### src/rtl/qu_lsu_mem_port_if.sv
// Core-side load/store request and response handshake for qu_lsu_mem_port.
// master = core issuing requests, slave = LSU memory port.
interface qu_lsu_mem_port_if #(
    parameter int unsigned ADDR_WIDTH = 32
);
    logic                  req_valid;
    logic                  req_ready;
    logic                  req_we;
    logic [1:0]            req_size;
    logic                  req_unsigned;
    logic [ADDR_WIDTH-1:0] req_addr;
    logic [31:0]           req_wdata;
    logic                  resp_valid;
    logic [31:0]           resp_rdata;
    logic                  resp_err;

    modport master (
        output req_valid, req_we, req_size, req_unsigned, req_addr, req_wdata,
        input  req_ready, resp_valid, resp_rdata, resp_err
    );

    modport slave (
        input  req_valid, req_we, req_size, req_unsigned, req_addr, req_wdata,
        output req_ready, resp_valid, resp_rdata, resp_err
    );
endinterface

### src/rtl/qu_lsu_mem_port.sv
// Load/store adapter onto one port of the Qu byte-write RAM: lane write enables, load extension.
// Optional macro QU_LSU_MISALIGN_ERR_EN turns misaligned/reserved-size accesses into error responses.
module qu_lsu_mem_port #(
    parameter int unsigned ADDR_WIDTH  = 32,
    parameter int unsigned RAM_DEPTH   = 1024,
    parameter int unsigned MEM_LATENCY = 2,
    localparam int unsigned AW         = $clog2(RAM_DEPTH)
) (
    input  logic           clk,
    input  logic           rst,
    qu_lsu_mem_port_if.slave core,
    output logic           mem_en,
    output logic [3:0]     mem_we,
    output logic [AW-1:0]  mem_addr,
    output logic [31:0]    mem_din,
    output logic           mem_regce,
    output logic           mem_rst,
    input  logic [31:0]    mem_dout,
    input  logic           mem_valid
);
    typedef enum logic [1:0] {IDLE, RD_WAIT, ACK} state_t;

    state_t      state;
    logic        ready_q;
    logic        err_q;
    logic [1:0]  off_q;
    logic [1:0]  size_q;
    logic        uns_q;
    logic [1:0]  wait_cnt;

    logic        accept;
    logic        err;
    logic [1:0]  eff_size;
    logic [1:0]  eff_off;
    logic [3:0]  lane_mask;
    logic        lat_ok;
    logic        rd_hit;
    logic [7:0]  lane_b;
    logic [15:0] lane_h;
    logic [31:0] load_data;
    logic        unused_addr;

    assign accept         = core.req_valid & ready_q;
    assign core.req_ready = ready_q;
    assign unused_addr    = ^core.req_addr;

    always_comb begin
        eff_size = core.req_size;
        eff_off  = core.req_addr[1:0];
        err      = 1'b0;
`ifdef QU_LSU_MISALIGN_ERR_EN
        case (core.req_size)
            2'b01:   err = core.req_addr[0];
            2'b10:   err = |core.req_addr[1:0];
            2'b11:   err = 1'b1;
            default: err = 1'b0;
        endcase
`else
        if (core.req_size == 2'b11)
            eff_size = 2'b10;
`endif
        // Without the error check, offending low address bits snap to natural alignment.
        case (eff_size)
            2'b00:   eff_off = core.req_addr[1:0];
            2'b01:   eff_off = {core.req_addr[1], 1'b0};
            default: eff_off = 2'b00;
        endcase
    end

    always_comb begin
        case (eff_size)
            2'b00: begin
                lane_mask = 4'b0001 << eff_off;
                mem_din   = {4{core.req_wdata[7:0]}};
            end
            2'b01: begin
                lane_mask = 4'b0011 << eff_off;
                mem_din   = {2{core.req_wdata[15:0]}};
            end
            default: begin
                lane_mask = 4'hF;
                mem_din   = core.req_wdata;
            end
        endcase
        mem_we = (mem_en & core.req_we) ? lane_mask : 4'h0;
    end

    assign mem_en    = accept & ~err;
    assign mem_addr  = core.req_addr[AW+1:2];
    assign mem_regce = 1'b1;
    assign mem_rst   = rst;

    // Valid flags arriving before the nominal latency belong to a read cancelled by reset.
    assign lat_ok = (32'(wait_cnt) + 32'd1) >= MEM_LATENCY;
    assign rd_hit = (state == RD_WAIT) & mem_valid & lat_ok;

    always_comb begin
        case (off_q)
            2'd0:    lane_b = mem_dout[7:0];
            2'd1:    lane_b = mem_dout[15:8];
            2'd2:    lane_b = mem_dout[23:16];
            default: lane_b = mem_dout[31:24];
        endcase
        lane_h = off_q[1] ? mem_dout[31:16] : mem_dout[15:0];
        case (size_q)
            2'b00:   load_data = {{24{~uns_q & lane_b[7]}}, lane_b};
            2'b01:   load_data = {{16{~uns_q & lane_h[15]}}, lane_h};
            default: load_data = mem_dout;
        endcase
    end

    assign core.resp_valid = (state == ACK) | rd_hit;
    assign core.resp_err   = (state == ACK) & err_q;
    assign core.resp_rdata = rd_hit ? load_data : '0;

    always_ff @(posedge clk) begin
        if (rst) begin
            state    <= IDLE;
            ready_q  <= 1'b1;
            err_q    <= 1'b0;
            off_q    <= '0;
            size_q   <= '0;
            uns_q    <= 1'b0;
            wait_cnt <= '0;
        end else begin
            case (state)
                IDLE: begin
                    if (accept) begin
                        ready_q  <= 1'b0;
                        err_q    <= err;
                        off_q    <= eff_off;
                        size_q   <= eff_size;
                        uns_q    <= core.req_unsigned;
                        wait_cnt <= '0;
                        state    <= (core.req_we | err) ? ACK : RD_WAIT;
                    end
                end
                RD_WAIT: begin
                    if (rd_hit) begin
                        state   <= IDLE;
                        ready_q <= 1'b1;
                    end else if (wait_cnt != 2'b11) begin
                        wait_cnt <= wait_cnt + 2'd1;
                    end
                end
                ACK: begin
                    state   <= IDLE;
                    ready_q <= 1'b1;
                end
                default: begin
                    state   <= IDLE;
                    ready_q <= 1'b1;
                end
            endcase
        end
    end
endmodule

### src/flat_wrapper.sv
// flat-port wrapper written by rule: the top's interface ports become plain ports
module qu_lsu_mem_port_flat 
#(
    parameter int unsigned ADDR_WIDTH  = 32,
    parameter int unsigned RAM_DEPTH   = 1024,
    parameter int unsigned MEM_LATENCY = 2,
    localparam int unsigned AW         = $clog2(RAM_DEPTH)
)
  (clk, rst, mem_en, mem_we, mem_addr, mem_din, mem_regce, mem_rst, mem_dout, mem_valid, core_req_valid, core_req_we, core_req_size, core_req_unsigned, core_req_addr, core_req_wdata, core_req_ready, core_resp_valid, core_resp_rdata, core_resp_err);
  qu_lsu_mem_port_if #(.ADDR_WIDTH(ADDR_WIDTH)) core_i ();
  input  logic clk;
  input  logic rst;
  output logic mem_en;
  output logic [3:0] mem_we;
  output logic [AW-1:0] mem_addr;
  output logic [31:0] mem_din;
  output logic mem_regce;
  output logic mem_rst;
  input  logic [31:0] mem_dout;
  input  logic mem_valid;
  input wire logic [$bits(core_i.req_valid)-1:0] core_req_valid;
  input wire logic [$bits(core_i.req_we)-1:0] core_req_we;
  input wire logic [$bits(core_i.req_size)-1:0] core_req_size;
  input wire logic [$bits(core_i.req_unsigned)-1:0] core_req_unsigned;
  input wire logic [$bits(core_i.req_addr)-1:0] core_req_addr;
  input wire logic [$bits(core_i.req_wdata)-1:0] core_req_wdata;
  output wire logic [$bits(core_i.req_ready)-1:0] core_req_ready;
  output wire logic [$bits(core_i.resp_valid)-1:0] core_resp_valid;
  output wire logic [$bits(core_i.resp_rdata)-1:0] core_resp_rdata;
  output wire logic [$bits(core_i.resp_err)-1:0] core_resp_err;
  assign core_i.req_valid = core_req_valid;
  assign core_i.req_we = core_req_we;
  assign core_i.req_size = core_req_size;
  assign core_i.req_unsigned = core_req_unsigned;
  assign core_i.req_addr = core_req_addr;
  assign core_i.req_wdata = core_req_wdata;
  assign core_req_ready = core_i.req_ready;
  assign core_resp_valid = core_i.resp_valid;
  assign core_resp_rdata = core_i.resp_rdata;
  assign core_resp_err = core_i.resp_err;
  qu_lsu_mem_port #(.ADDR_WIDTH(ADDR_WIDTH), .RAM_DEPTH(RAM_DEPTH), .MEM_LATENCY(MEM_LATENCY)) u_core (.clk(clk), .rst(rst), .core(core_i), .mem_en(mem_en), .mem_we(mem_we), .mem_addr(mem_addr), .mem_din(mem_din), .mem_regce(mem_regce), .mem_rst(mem_rst), .mem_dout(mem_dout), .mem_valid(mem_valid));
endmodule
### config.mk
export PLATFORM = sky130hd
export DESIGN_NAME = qu_lsu_mem_port_flat
export DESIGN_NICKNAME = d
export VERILOG_FILES = /design/src/rtl/qu_lsu_mem_port_if.sv /design/src/rtl/qu_lsu_mem_port.sv /design/src/flat_wrapper.sv
export SDC_FILE = /design/constraint.sdc
export NUM_CORES = 1
export LEC_CHECK = 0
export CAP_MARGIN = 20
export CORE_UTILIZATION = 35
export DETAILED_ROUTE_END_ITERATION = 8
export GPL_ROUTABILITY_DRIVEN = 0
export GPL_TIMING_DRIVEN = 0
export HOLD_SLACK_MARGIN = 0.06
export MAX_ROUTING_LAYER = met4
export PLACE_DENSITY = 0.92
export SETUP_SLACK_MARGIN = 0.05
export SYNTH_ARGS = -nofsm -noshare
export SYNTH_HDL_FRONTEND = slang
export SYNTH_SLANG_ARGS = --single-unit
### constraint.sdc
create_clock -name clk -period 2.8 [get_ports clk]
set_input_delay 0.7 -clock clk [delete_from_list [all_inputs] [get_ports clk]]
set_output_delay 0.7 -clock clk [all_outputs]
set_load 0.005 [all_outputs]
# Yosys cells after proc, flatten, opt, wreduce, memory -nomap -nowiden
# Cells that the tools add are included.
[totals] register_bits=10 inputBits=104 out_inout_bits=84 elab_cells=59
[classes] n_addsub=2 order_cmp=1 n_eq_ne=12 shift=2 mux=20 bitwise_logic=8 n_reduce_logical=8
[op_table] op="32-bit one-hot mux with 2 select lines" n=2
[op_table] op="32-bit by 2-bit >= comparator with 1-bit output, second input constant" n=1
[op_table] op="32-bit two-way mux" n=1
[op_table] op="8-bit one-hot mux with 3 select lines" n=1
[op_table] op="16-bit two-way mux" n=1
[op_table] op="2-bit two-way mux" n=7
[op_table] op="2-bit one-hot mux with 2 select lines" n=3
[op_table] op="2-bit by 1-bit equality test with 1-bit output, second input constant" n=4
[op_table] op="2-bit logical NOT" n=4
[op_table] op="4-bit one-hot mux with 2 select lines" n=1
[op_table] op="1-bit bitwise AND" n=6
[op_table] op="2-bit equality test, second input constant" n=3
[op_table] op="2-bit != test, second input constant" n=3
[op_table] op="4-bit two-way mux" n=1
[op_table] op="2-bit by 1-bit != test with 1-bit output, second input constant" n=2
[op_table] op="2-bit AND reduction" n=2
[op_table] op="4-bit AND reduction" n=1
[op_table] op="1-bit by 2-bit << shifter with 4-bit output, first input constant" n=1
[op_table] op="2-bit by 2-bit << shifter with 4-bit output, first input constant" n=1
[op_table] op="2-bit by 1-bit adder with 3-bit output, second input constant" n=1
[op_table] op="2-bit by 1-bit adder with 2-bit output, second input constant" n=1
[op_table] op="1-bit two-way mux" n=2
[op_table] op="1-bit one-hot mux with 2 select lines" n=1
[op_table] op="2-bit nonzero test" n=1
[op_table] op="other kinds (2)" n=2

# Logic depth before layout (Yosys ltp)
[depth] word_depth=7 mapped_depth=6 depth_no_buf=5

# Worst setup path after synthesis
# OpenSTA, ideal clock, no wires.
[synth_timing] path_type="in2out" start="in mem_valid" end="out core_resp_rdata[10]" arrival_ns=1.550 required_ns=2.100 setup_slack_ns=0.550 stages=3 n_path_buf=0 path_cell_list="and2b_1 > nand3_1 > a2111oi_0"
[synth_via] elab_chain_len=3
[synth_lines] element="from (decl)" line="flat_wrapper.sv:20" source="input logic mem_valid;"
[synth_lines] element="1-bit bitwise AND (2 in a row)" line="qu_lsu_mem_port.sv:95" source="assign rd_hit = (state == RD_WAIT) & mem_valid & lat_ok;"
[synth_lines] element="32-bit two-way mux" line="qu_lsu_mem_port.sv:114" source="assign core.resp_rdata = rd_hit ? load_data : '0;"
[synth_lines] element="to (decl)" line="flat_wrapper.sv:29" source="output wire logic [$bits(core_i.resp_rdata)-1:0] core_resp_rdata;"
# Every way passes these cells.

# Worst setup path after layout
[layout_timing] start="in mem_dout[23]" end="out core_resp_rdata[9]"
[layout_via] elab_chain_len=4
[layout_lines] element="from (decl)" line="flat_wrapper.sv:19" source="input logic [31:0] mem_dout;"
[layout_lines] element="8-bit one-hot mux with 3 select lines" line="qu_lsu_mem_port.sv:98" source="case (off_q)"
[layout_lines] element="1-bit bitwise AND" line="qu_lsu_mem_port.sv:106" source="2'b00: load_data = {{24{~uns_q & lane_b[7]}}, lane_b};"
[layout_lines] element="32-bit one-hot mux with 2 select lines" line="qu_lsu_mem_port.sv:105" source="case (size_q)"
[layout_lines] element="32-bit two-way mux" line="qu_lsu_mem_port.sv:114"
# Every way passes these cells.

==> metrics.md <==
| Metric | Value |
|---|---|
| CP required | 2.10 ns |
| Final Cycle Share | 0.983 |
| RSZ-0062 raised after global routing | yes |
| Setup ws final | 0.0483 ns |
| Rows | 28 |
| Area delta synth->final | 87.4% |
| Setup violators final | 0 |
| Worst setup EP type | output pin |
| Crit path kind | input pin to output pin |
| Crit Path Max Fanout | 7 |
| Total track usage | 0.270 |
| Yosys warning count | 0 |
| Sw Ratio | 0.332 |
| Number of max-cap violations | 0 |
| Fin crit period | 2.75 ns |
| Post-Layout Cell Count | 527 |
| Fin. Hold Viols | 0 |
| Final instance area | 4030 sq um |
| CP Launch Type | input pin |
| DR vias | 2900 |
| Largest cells by area after synthesis | mux2i_1 10%, mux2_2 9.4%, dfxtp_1 9.3%, buf_4 7.7%, a221oi_2 7.0% |
| Syn Nets | 381 |
| Initial antenna violation count | 0 |
| Vias/cell | 5.50 |
| DP Cell Count | 504 |
| I/O pin cnt | 188 |
| Leak | 1.78 nW |
| NetSw | 290 uW |
| Yosys reg bits | 10 |
| Number of buffers created by CTS | 3 |
| Clock power share | 0.203 |
| CTS root buffer | clkbuf_8 |
| FFs w/ async S/R, synth | 0 |
| Sequential power share | 0.185 |
| Synthesized area | 2150 sq um |
| Met2 Usage GRT | 0.509 |
| VDD IR-drop max | 0.000193 V |
| Final ANT Viol Nets | 0 |
| Sink Count | 10 |
| Max Freq | 363 MHz |
| Register area | 203 sq um |
| Clock transition at path regs | 0.05 ns |
| Syn Inst Count | 275 |
| Hold WC Path Type | register to register |
| Post-synth top cells | 30 x inv_1, 25 x nand2_1, 22 x buf_4, 22 x mux2i_1, 19 x o21ai_0 |
| Depth of the CTS H-tree | 1 |
| Total gr overflow | 0 |
| EDFF count, synth | 0 |
| Skew-Pair Late Insertion Delay | 0.23 ns |
| Initial core utilization | 0.363 |
| Residual DRC | 0 |
| Max-slew headroom | 0.654 |
| Pre-CTS WS | -0.854 ns |
| Vias in the first global route | 2843 |
| DRT Wirelength | 8.95 mm |
| Synthesized area per cell | 7.82 sq um |
| Sequential-to-total area share from yosys stat | 0.0931 |
| Largest net degree at the start of global routing | 11 |
| Worst Skew | 0.00443 ns |
| Placed Area | 3790 sq um |
| Final HPWL DP | 6.86 mm |
| Met1 Use GR | 0.278 |
| PwrDens | 217 nW/um^2 |
| P_int | 584 uW |
| Util after Layout | 0.681 |
| Arrival @ worst endpoint | 2.05 ns |
| First-pass GRT wire length | 13.2 mm |
| CTS tree | built |
| Die Area | 6460 sq um |
| Met3 Usage GRT | 0.0375 |
| Antenna Diode Count | 0 |
| Combinational Power Share | 0.612 |
| Most Crowded Layer GR | met2 |
| Sum Neg Setup Slack | 0 ns |
| Post-synth top area cell | mux2i_1 |
| Most common cell in the netlist | inv_1 |
| Outcome | finished, final reports clean |
| Tightest Pin Transition | 0.518 ns |
| Multi-input combinational cell area | 1640 sq um |
| # port buffers | 154 |
| Synth cell types | 51 |
| FILL cells | 482 |
| DIE WIDTH | 80.4 microns |
| Top-area cell type share of the netlist area | 0.102 |
| Clk buf depth | 2 |
| Die H | 80.4 microns |
| CORE AREA | 5920 sq um |
| Max Slew Vio Count | 0 |
| Router iterations before antenna repair | 4 |
| Share of layout cells above drive strength 1 | 0.292 |
| 1st-iter DRT viols | 150 |
| Primary FF master, synth | dfxtp_1 |
| Per-cell routed wire length | 17.0 microns |
| Layout Nets | 559 |
## flip-flops by register name (all words and copies together) (netlist names)
register and cells:
u_core.core.req_ready 1, u_core.off_q 2, u_core.size_q 2, u_core.state 2, u_core.uns_q 1, u_core.wait_cnt 2
## cell usage in the layout (no fill, tap or decap), drive strengths merged, types with 2 or more instances in the layout
cell,instances
clkdlybuf4s50,93
ha,2
and4bb,2
a2111oi,7
nand3,4
a221oi,18
o21ai,20
a31oi,8
mux2i,22
o32ai,7
clkdlybuf4s15,8
inv,30
buf,53
dlygate4sd2,32
o22a,8
nand2b,4
a21oi,10
nand2,25
a22oi,3
nor2,6
nor3b,2
mux2,20
conb,2
nor2b,3
and2,2
clkbuf,29
and3b,2
dlymetal6s2s,5
dfxtp,10
## worst paths after layout
check	slack, ns	from	end	cells past startpoint
setup / recovery	0.05	mem_dout[23]	core_resp_rdata[9]	6
hold / removal	0.52	u_core.wait_cnt[0]	u_core.wait_cnt[0]	2
setup reg to reg	1.15	u_core.wait_cnt[1]	u_core.wait_cnt[1]	6
hold reg to reg	0.52	u_core.wait_cnt[0]	u_core.wait_cnt[0]	2
## power groups by stage
stage                     Sequential, mW  Clock (mW)  Combinational (mW)
after floorplan                    0.160           0               0.221
final                              0.162       0.178               0.535
after global placement             0.162           0               0.473
after detailed placement           0.163           0               0.484
after global routing               0.163       0.190               0.567
after CTS                          0.161       0.181               0.520
## worst max-delay path, cell delays in order
cell	delay [ns]
clkdlybuf4s15_2	0.20
mux2_4	0.32
a221oi_4	0.33
buf_12	0.17
a2111oi_4	0.04
dlygate4sd2_1	0.28
## timing repair
action	in CTS	in global routing
cloned	1	0
setup buffers	17	1
hold buffers	0	0
setup endpoints to repair	53	31
pin swaps	6	4
resized for setup	107	38
## stage by stage
stage	hold slack [ns]	power [mW]
2_1_floorplan	0.463	0.381
3_3_place_gp	0.487	0.636
3_5_place_dp	0.501	0.647
4_1_cts	0.507	0.862
5_1_grt	0.539	0.920
6_report	0.521	0.874
## layout make-up
| cell class | count | area share |
|---|---|---|
| Timing Repair Buffer | 173 | 0.399 |
| Buffer | 43 | 0.0792 |
| Inverter | 30 | 0.0279 |
| Clock buffer | 4 | 0.0137 |
| Multi-Input combinational cell | 192 | 0.407 |
| Tap cell | 75 | 0.0233 |
| Sequential cell | 10 | 0.0503 |
## cell families (layout without fill, tap and decap cells)
kind of cell | after synthesis | after routing | synth area share
mux | 42 | 42 | 0.211
compound gates | 87 | 87 | 0.341
other cells | 2 | 2 | 0.00349
flops | 10 | 10 | 0.0931
simple gates | 59 | 59 | 0.153
fa+ha+maj | 2 | 2 | 0.0116
buf+inv | 73 | 250 | 0.187
## routing by layer
metal / share of wire / vias to the layer above
met2: 0.52 / 175
li1: - / 1354
met5: 0 / -
met4: 0.033 / 0
met3: 0.084 / 22
met1: 0.37 / 1349
No activity file was read; power rests on OpenSTA's default activity.
